--- src/rtl/lsu_mem_ctrl.sv ---
// lsu_mem_ctrl: load/store unit between the EX/MEM boundary and the data SRAM.
// It latches an EX load or store, runs a req/ready handshake to memory,
// aligns store lanes and formats load data, and stalls the front end while
// an access is outstanding.
// Optional: define LSU_TIMEOUT_EN to abort accesses that wait TIMEOUT_CYCLES
// cycles without mem_ready and report them on bus_err.
module lsu_mem_ctrl #(
  parameter int ADDR_W         = 14,
  parameter int TIMEOUT_CYCLES = 64
) (
  input  logic              clk,
  input  logic              rst,
  input  logic [2:0]        is_load_ex,
  input  logic [1:0]        is_store_ex,
  input  logic              float_wb_en_ex,
  input  logic [4:0]        rd_addr_ex,
  input  logic [31:0]       addr_ex,
  input  logic [31:0]       store_data_ex,
  output logic              mem_req,
  output logic [3:0]        mem_web,
  output logic [ADDR_W-1:0] mem_addr,
  output logic [31:0]       mem_wdata,
  input  logic [31:0]       mem_rdata,
  input  logic              mem_ready,
  output logic              stall,
  output logic              load_valid,
  output logic [31:0]       load_data,
  output logic [4:0]        load_rd,
  output logic              load_float,
  output logic              misalign_err,
  output logic              bus_err
);

  localparam logic [2:0] LD_LB = 3'b001, LD_LH = 3'b010, LD_LW = 3'b011,
                         LD_LHU = 3'b100, LD_LBU = 3'b101;
  localparam logic [1:0] ST_SW = 2'b01, ST_SH = 2'b10, ST_SB = 2'b11;

  typedef enum logic [1:0] {IDLE, ACCESS, RESP} state_t;
  state_t state;

  logic [2:0]  ld_q;     // latched load type, 0 when the access is a store
  logic [1:0]  off_q;    // latched byte offset for load formatting
  logic [4:0]  rd_q;
  logic        flt_q;

  logic        is_st, is_ld, new_req, misaligned;
  logic [3:0]  lane_web;
  logic [31:0] lane_wdata;
  logic [31:0] fmt_data;
  logic        unused_bits;

  assign unused_bits = ^addr_ex[31:ADDR_W+2];

  // Request decode: a store beats a simultaneous load.
  always_comb begin
    is_st      = (is_store_ex != 2'b00);
    is_ld      = !is_st && (is_load_ex != 3'b000);
    new_req    = is_st || is_ld;
    misaligned = 1'b0;
    if (is_st)
      misaligned = (is_store_ex == ST_SH) && addr_ex[0];
    else if (is_ld)
      misaligned = ((is_load_ex == LD_LW) && (addr_ex[1:0] != 2'b00)) ||
                   (((is_load_ex == LD_LH) || (is_load_ex == LD_LHU)) && addr_ex[0]);
  end

  // New work is only taken outside ACCESS; ACCESS holds until memory answers.
  assign stall = (new_req && !misaligned && (state != ACCESS)) ||
                 ((state == ACCESS) && !mem_ready);

  // Store lane steering: replicate data, enable only the addressed bytes.
  always_comb begin
    lane_web   = 4'hF;
    lane_wdata = store_data_ex;
    case (is_store_ex)
      ST_SW: lane_web = 4'b0000;
      ST_SH: begin
        lane_wdata = {2{store_data_ex[15:0]}};
        lane_web   = addr_ex[1] ? 4'b0011 : 4'b1100;
      end
      ST_SB: begin
        lane_wdata              = {4{store_data_ex[7:0]}};
        lane_web[addr_ex[1:0]]  = 1'b0;
      end
      default: ;
    endcase
  end

  // Load formatting: pick byte/half by latched offset, then extend.
  always_comb begin
    logic [7:0]  b;
    logic [15:0] h;
    case (off_q)
      2'd0:    b = mem_rdata[7:0];
      2'd1:    b = mem_rdata[15:8];
      2'd2:    b = mem_rdata[23:16];
      default: b = mem_rdata[31:24];
    endcase
    h = off_q[1] ? mem_rdata[31:16] : mem_rdata[15:0];
    case (ld_q)
      LD_LB:   fmt_data = {{24{b[7]}}, b};
      LD_LBU:  fmt_data = {24'h0, b};
      LD_LH:   fmt_data = {{16{h[15]}}, h};
      LD_LHU:  fmt_data = {16'h0, h};
      default: fmt_data = mem_rdata;
    endcase
  end

`ifdef LSU_TIMEOUT_EN
  localparam int CNT_W = (TIMEOUT_CYCLES > 2) ? $clog2(TIMEOUT_CYCLES) : 1;
  logic [CNT_W-1:0] to_cnt;
`else
  logic unused_cfg;
  assign unused_cfg = (TIMEOUT_CYCLES == 0);
  assign bus_err    = 1'b0;
`endif

  // Access FSM with registered memory and response outputs.
  always_ff @(posedge clk or posedge rst) begin
    if (rst) begin
      state        <= IDLE;
      mem_req      <= 1'b0;
      mem_web      <= 4'hF;
      mem_addr     <= '0;
      mem_wdata    <= '0;
      load_valid   <= 1'b0;
      load_data    <= '0;
      load_rd      <= '0;
      load_float   <= 1'b0;
      misalign_err <= 1'b0;
      ld_q         <= '0;
      off_q        <= '0;
      rd_q         <= '0;
      flt_q        <= 1'b0;
`ifdef LSU_TIMEOUT_EN
      bus_err      <= 1'b0;
      to_cnt       <= '0;
`endif
    end else begin
      load_valid   <= 1'b0;
      misalign_err <= 1'b0;
`ifdef LSU_TIMEOUT_EN
      bus_err      <= 1'b0;
`endif
      case (state)
        ACCESS: begin
          if (mem_ready) begin
            mem_req <= 1'b0;
            mem_web <= 4'hF;
`ifdef LSU_TIMEOUT_EN
            to_cnt  <= '0;
`endif
            if (ld_q != 3'b000) begin
              load_data  <= fmt_data;
              load_rd    <= rd_q;
              load_float <= flt_q;
              load_valid <= 1'b1;
              state      <= RESP;
            end else begin
              state <= IDLE;
            end
          end
`ifdef LSU_TIMEOUT_EN
          else if (to_cnt == CNT_W'(TIMEOUT_CYCLES - 1)) begin
            mem_req <= 1'b0;
            mem_web <= 4'hF;
            bus_err <= 1'b1;
            to_cnt  <= '0;
            state   <= IDLE;
          end else begin
            to_cnt <= to_cnt + 1'b1;
          end
`endif
        end
        default: begin
          // IDLE and RESP accept new work identically.
          state <= IDLE;
          if (new_req) begin
            if (misaligned) begin
              misalign_err <= 1'b1;
            end else begin
              ld_q      <= is_st ? 3'b000 : is_load_ex;
              off_q     <= addr_ex[1:0];
              rd_q      <= rd_addr_ex;
              flt_q     <= float_wb_en_ex;
              mem_addr  <= addr_ex[ADDR_W+1:2];
              mem_web   <= is_st ? lane_web : 4'hF;
              mem_wdata <= lane_wdata;
              mem_req   <= 1'b1;
              state     <= ACCESS;
            end
          end
        end
      endcase
    end
  end

endmodule
--- config.mk ---
export PLATFORM = sky130hd
export DESIGN_NAME = lsu_mem_ctrl
export DESIGN_NICKNAME = d
export VERILOG_FILES = /design/src/rtl/lsu_mem_ctrl.sv
export SDC_FILE = /design/constraint.sdc
export NUM_CORES = 1
export LEC_CHECK = 0
export BUFFER_PORTS_ARGS = -buffer_cell sky130_fd_sc_hd__buf_2
export CORE_MARGIN = 4
export CORE_UTILIZATION = 45
export CTS_CLUSTER_SIZE = 14
export DETAILED_ROUTE_END_ITERATION = 10
export PLACE_DENSITY_LB_ADDON = 0.12
export SYNTH_ARGS = -nofsm -noshare
export SYNTH_HDL_FRONTEND = slang
export SYNTH_SLANG_ARGS = --single-unit
export TNS_END_PERCENT = 100
--- constraint.sdc ---
create_clock -name clk -period 4 [get_ports clk]
set_clock_uncertainty 0.05 [all_clocks]
set_input_delay 0.8 -clock clk [delete_from_list [all_inputs] [get_ports clk]]
set_output_delay 0.8 -clock clk [all_outputs]
set_load 0.02 [all_outputs]
==> results.toml, run 1 <==
[yosys]
synth_edf_count = 0
synth.avg_cell_area_um2 = 10.3
synth_compound_area_share_pct = 14.3
synth_area_um2 = 5020
synth_area_leaders = "dfrtp_1 50%, mux2_1 8.5%, mux2i_1 6.2%, a21oi_1 6.0%, nor2_1 4.0%"
synth_top_family_by_area = "multiplexers"
yosys.area.top_type = "dfrtp_1"
synth_xor_area_share_pct = 0.498
async_flop_share_pct = 100
synthCells = 488
synth-simple-area-share_pct = 13.1
synth_fa_ha_area_share_pct = 0
ys_ff_latch = 104
ys.flop_type = "dfrtp_1"
synth_common_cells = "100 x dfrtp_1, 60 x a21oi_1, 54 x nor2_1"
yosys_warnings = 0
yosysMostFrequentCell = "dfrtp_1"
synth_top_area_share_pct = 49.8
synthDistinctLibCells = 54
synth_seq_area_share_pct = 51.9
muxShareOfSynthArea_pct = 15.6
syn_nets = 598

[cts]
postCtsSetupRepairBufs = 0
root_buffer = "clkbuf_8"
clock_sinks = 104
numCtsBuffers = 9
ctsHoldBuffers = 0
cts_resized = 0
cts_tree = "done"
htreeDepth = 3
clock_latency_ns = 0.36
clockBufferDepth = 2
clkTransAtPathRegs_ns = 0.10

[sta]
slew_headroom_pct = 26.6
finalMaxSlewViolations = 0
final_hold_viol_count = 0
tns_ns = 0
fin_crit_sh_pct = 77.1
fmax_mhz = 324
min_period_ns = 3.09
setup_viol = 0
rsz0062_at_grt = "false"
worst_pin_slew_ns = 1.09

[routing]
drc = 0
via_per_inst = 5.29
ant_nets = 0
first_pass_iters = 4
routedWlPerCell_um = 16.2
vias = 4257
drtIter0Drc = 217
drt_wl_total_um = 13100

[power]
power_mw = 5.09
p_leak_nw = 2.97
pwr_density_cell_nw_per_um2 = 820
ir_drop_mv = 0.483

[flow_run]
maxCapViolCount = 0

[global_route]
grt_pass1_vias = 4346
grt-ovfl-total = 0
grt_pass1_wl_um = 21700
grt_max_degree = 87
antenna_found_initial = 0
track_usage_pct = 21.0

[hold_path]
holdPathStages = 2
hp-class = "register to register"
min_delay_worst_endpoint = "load_float"
hold_path_startpoint = "flt_q"

[finish]
postLayoutCoreUtil_pct = 57.1
final_area_um2 = 6210
drive_gt1_share_pct = 33.6
final_nets = 769
finalNonFillerCells = 805
area_delta_synth_final_pct = 23.7

[floorplan]
coreArea_um2 = 10900
die_w_um = 114
core.rowCount = 38
die_height_um = 114
dieArea_um2 = 12900
io_pins = 203
initial_core_util_pct = 46.1

[worst_setup_path]
crit_path_max_fanout = 14
r2r_slack_ns = 0.95
end_kind = "primary output"
arrival_ns = 2.24
crit_type = "primary input to primary output"
crit_chain = "buf_2, or2_1, o41ai_1, a21oi_4, o21bai_1, buf_2"
cp_top_family = "compound AO/OA/AOI/OAI gates"
slowest_delay_ns = 0.50
cp.required_ns = 3.15
reg2reg_depth = 6
path_buf_inv = 2
critPathLaunchType = "primary input"
r2r_start = "ld_q[0]"
r2r-end = "load_data[4]"
crit_path_top_delay_cell = "o41ai_1"
cpMostUsedCell = "buf_2"

[placed_design]
place.gp.congestion = 0.816
placedInstanceArea_um2 = 6000
dp_hpwl_um = 9680
port_buffers = 185
placed_cells = 788

[run_status]
outcome = "finished, final reports clean"
## how the worst max path moves through the flow
stage,endpoint,cells past startpoint,from
4_1_cts,stall,6,is_store_ex[0]
3_3_place_gp,load_data[4],6,ld_q[0]
2_1_floorplan,flt_q,1,rst
6_report,stall,6,is_store_ex[0]
5_1_grt,load_data[4],6,ld_q[0]
3_5_place_dp,stall,6,is_store_ex[0]
## metrics by stage
step                      setup WS, ns  hold WS (ns)
after CTS                        0.905         0.434
after global placement           0.924         0.398
after floorplan                  0.424         0.382
after detailed placement         0.908         0.407
final                            0.915         0.428
after global routing             0.623         0.458
## cell type report
| type | instances | area, µm² |
|---|---|---|
| diodes | 1 | 2.50 |
| clock buffers | 10 | 138 |
| clock inverters | 6 | 73.8 |
| fillers | 975 | 4670 |
| inverters | 9 | 36.3 |
| multi-input cells | 343 | 2200 |
| flip-flops and latches | 104 | 2610 |
| well taps | 140 | 175 |
| repair buffers | 192 | 978 |
## kinds of logic (layout without fill, tap and decap cells)
family	Yosys count	in the layout
and+or+nand+nor	146	146
muxes	72	72
xor gates and xnor gates	2	2
buffers and inverters	41	217
other	1	2
AOI/OAI and AO/OA	122	122
DFF	104	104
## worst reg2reg max path: cells and delay by family (launching register included)
| family | cells | cell delay, ns |
|---|---|---|
| DFF | 1 | 0.63 |
| buffers and inverters | 2 | 0.92 |
| AOI/OAI and AO/OA | 4 | 1.38 |
## report_power, final
group          switching [mW]  total [mW]  internal, mW
clock network           0.382       0.698         0.316
registers               0.331        1.90          1.57
logic                    1.56        2.49         0.932
## layer usage
layer  part of all wire (%)  vias up  GRT usage, %
li1                       -     2058             -
met1                     42     2031          27.3
met2                     47      145          33.5
met3                    8.1       23          5.46
met4                    2.4        0          8.49
met5                      0        -             0
## layout by cell type, fill, tap and decap left out, types with 2 or more instances in the layout
cell type,count
nor2b_1,9
a31oi_1,9
nand3_1,5
a21oi_1,60
nand2b_1,3
o22ai_1,8
mux2_1,38
inv_1,7
or3_1,8
o21ai_1,3
mux2_2,2
o21ai_0,18
clkinv_4,2
inv_6,3
nor3_1,4
mux2i_1,31
o21bai_1,3
clkbuf_8,10
a21oi_4,2
nand3b_1,2
dfrtp_1,100
nand2_1,52
dfstp_2,4
a21o_1,7
buf_4,7
buf_2,185
o31ai_2,2
nor2_1,54
## registers in the layout, summed over array words and instances (netlist names)
signal	cells
load_valid	1
ld_q	3
rd_q	5
load_data	32
load_rd	5
state	2
mem_wdata	32
flt_q	1
misalign_err	1
load_float	1
mem_web	4
mem_addr	14
off_q	2
mem_req	1
Power figures use the tool's default switching activity.
==> run 2, diff against run 1 <==
==> constraint.sdc (replaced) <==
create_clock -name clk -period 3.05 [get_ports clk]
set_clock_uncertainty 0.05 [all_clocks]
set_input_delay 0.61 -clock clk [delete_from_list [all_inputs] [get_ports clk]]
set_output_delay 0.61 -clock clk [all_outputs]
set_load 0.02 [all_outputs]
==> results.toml, run 2 (synthesis results as in run 1) <==
[run_status]
outcome = "finished, final reports clean"

[flow_run]
maxCapViolCount = 0

[routing]
routedWlPerCell_um = 16.2
vias = 4238
via_per_inst = 5.25
drt_wl_total_um = 13100
ant_nets = 0
drc = 0
drtIter0Drc = 234
first_pass_iters = 4

[finish]
fillCellCount = 991
final_common_cell = "buf_2"
drive_gt1_share_pct = 33.7
top_regs = "load_data: 32 flops, mem_wdata: 32 flops, mem_addr: 14 flops"
final_nets = 773
final_area_um2 = 6210
mostFrequentLayoutCells = "185 x buf_2, 100 x dfrtp_1, 60 x a21oi_1, 54 x nor2_1, 52 x nand2_1"
postLayoutCoreUtil_pct = 57.1
diodes = 0
area_delta_synth_final_pct = 23.7

[worst_setup_path]
crit_type = "primary input to primary output"
crit_chain = "buf_2, or2_1, o41ai_1, a21oi_4, o21bai_1, buf_2"
end_kind = "primary output"
slowest_delay_ns = 0.45
cp.required_ns = 2.39
critPathLaunchType = "primary input"
path_buf_inv = 2
crit_path_top_delay_cell = "o41ai_1"
arrival_ns = 1.86
crit_path_max_fanout = 5
cpMostUsedCell = "buf_2"
cp_top_family = "compound AO/OA/AOI/OAI gates"

[placed_design]
port_buffers = 185
place.gp.congestion = 0.851
placedInstanceArea_um2 = 6040
dp_hpwl_um = 9680
dp_slack_ns = 0.348

[cts]
clock_latency_ns = 0.36
ctsHoldBuffers = 0
numCtsBuffers = 9
clkTransAtPathRegs_ns = 0.10
clockBufferDepth = 2
cts_tree = "done"
postCtsSetupRepairBufs = 0
htreeDepth = 3
root_buffer = "clkbuf_8"
clock_sinks = 104
cts_resized = 0

[floorplan]
initial_core_util_pct = 46.1
die_w_um = 114
io_pins = 203
coreArea_um2 = 10900
die_height_um = 114
dieArea_um2 = 12900
core.rowCount = 38

[power]
clockPowerShare_pct = 12.0
pwr_density_cell_nw_per_um2 = 1060
ir_drop_mv = 0.545
p_int_mw = 3.60
p_comb_share_pct = 50.5
p_leak_nw = 2.97
switchingPower_mw = 2.97
p_sw_share_pct = 45.2
seqPwrFrac_pct = 37.4

[sta]
fin_crit_sh_pct = 82.6
hold_ws_ns = 0.284
finalMaxSlewViolations = 0
finalWorstSetupSlack_ns = 0.530
fmax_mhz = 397
final_hold_viol_count = 0
slew_headroom_pct = 38.2
setup_viol = 0
rsz0062_at_grt = "false"
min_period_ns = 2.52
tns_ns = 0
worst_pin_slew_ns = 0.927

[global_route]
grt_pass1_vias = 4311
antenna_found_initial = 0
grt-ovfl-total = 0
grt_pass1_wl_um = 21400
grt_max_degree = 87
track_usage_pct = 20.7

[hold_path]
hp-class = "primary input to asynchronous set/reset pin"
==> run 2: changes by cell type in the layout (fill, tap and decap cells not counted), sizes merged <==
cell	before	now
buf	192	196
inv	11	9
bufinv	1	0
clkbuf	10	11
clkinv	3	4
clkinvlp	0	1
diode	1	0
==> run 2: layout make-up <==
cell class              instances  area, µm²  area share (%)
clock buffers                  11        131            2.11
well taps                     140        175            2.82
clock inverters                 5       40.0           0.644
multi-input cells             343       2200            35.4
inverters                       9       37.5           0.604
repair buffers                196       1020            16.4
flip-flops and latches        104       2610            42.0
==> run 2: power groups by stage <==
stage | clock network, mW | logic [mW] | registers, mW
after detailed placement | 0 | 3.36 | 2.48
final | 0.792 | 3.32 | 2.46
after global placement | 0 | 3.30 | 2.45
after floorplan | 0 | 1.69 | 3.13
after global routing | 0.884 | 3.63 | 2.56
after CTS | 0.820 | 3.36 | 2.47
==> run 2: through the flow <==
step	std cells	power [mW]
3_5_place_dp	792	5.84
5_1_grt	808	7.08
4_1_cts	808	6.65
3_3_place_gp	792	5.75
2_1_floorplan	488	4.82
6_report	808	6.57
==> run 2: layer usage <==
layer | vias to the layer above | global-route usage, % | routed length, µm | part of all wire, %
met5 | - | 0 | 0 | 0
met4 | 0 | 6.33 | 133 | 1.0
met3 | 10 | 5.68 | 992 | 7.6
met2 | 136 | 34.0 | 6470 | 49
met1 | 2034 | 26.7 | 5540 | 42
li1 | 2058 | - | - | -
==> run 2: worst paths after layout <==
| check | from | endpoint | slack, ns | cells after the start |
|---|---|---|---|---|
| min reg2reg | rd_q[4] | load_rd[4] | 0.42 | 2 |
| min in group clk | addr_ex[2] | mem_addr[0] | 0.40 | 2 |
| max | is_store_ex[1] | stall | 0.53 | 6 |
| max in group asynchronous | rst | mem_web[2] | 1.88 | 3 |
| min | rst | mem_addr[5] | 0.28 | 2 |
| max reg2reg | ld_q[1] | load_data[10] | 0.65 | 5 |
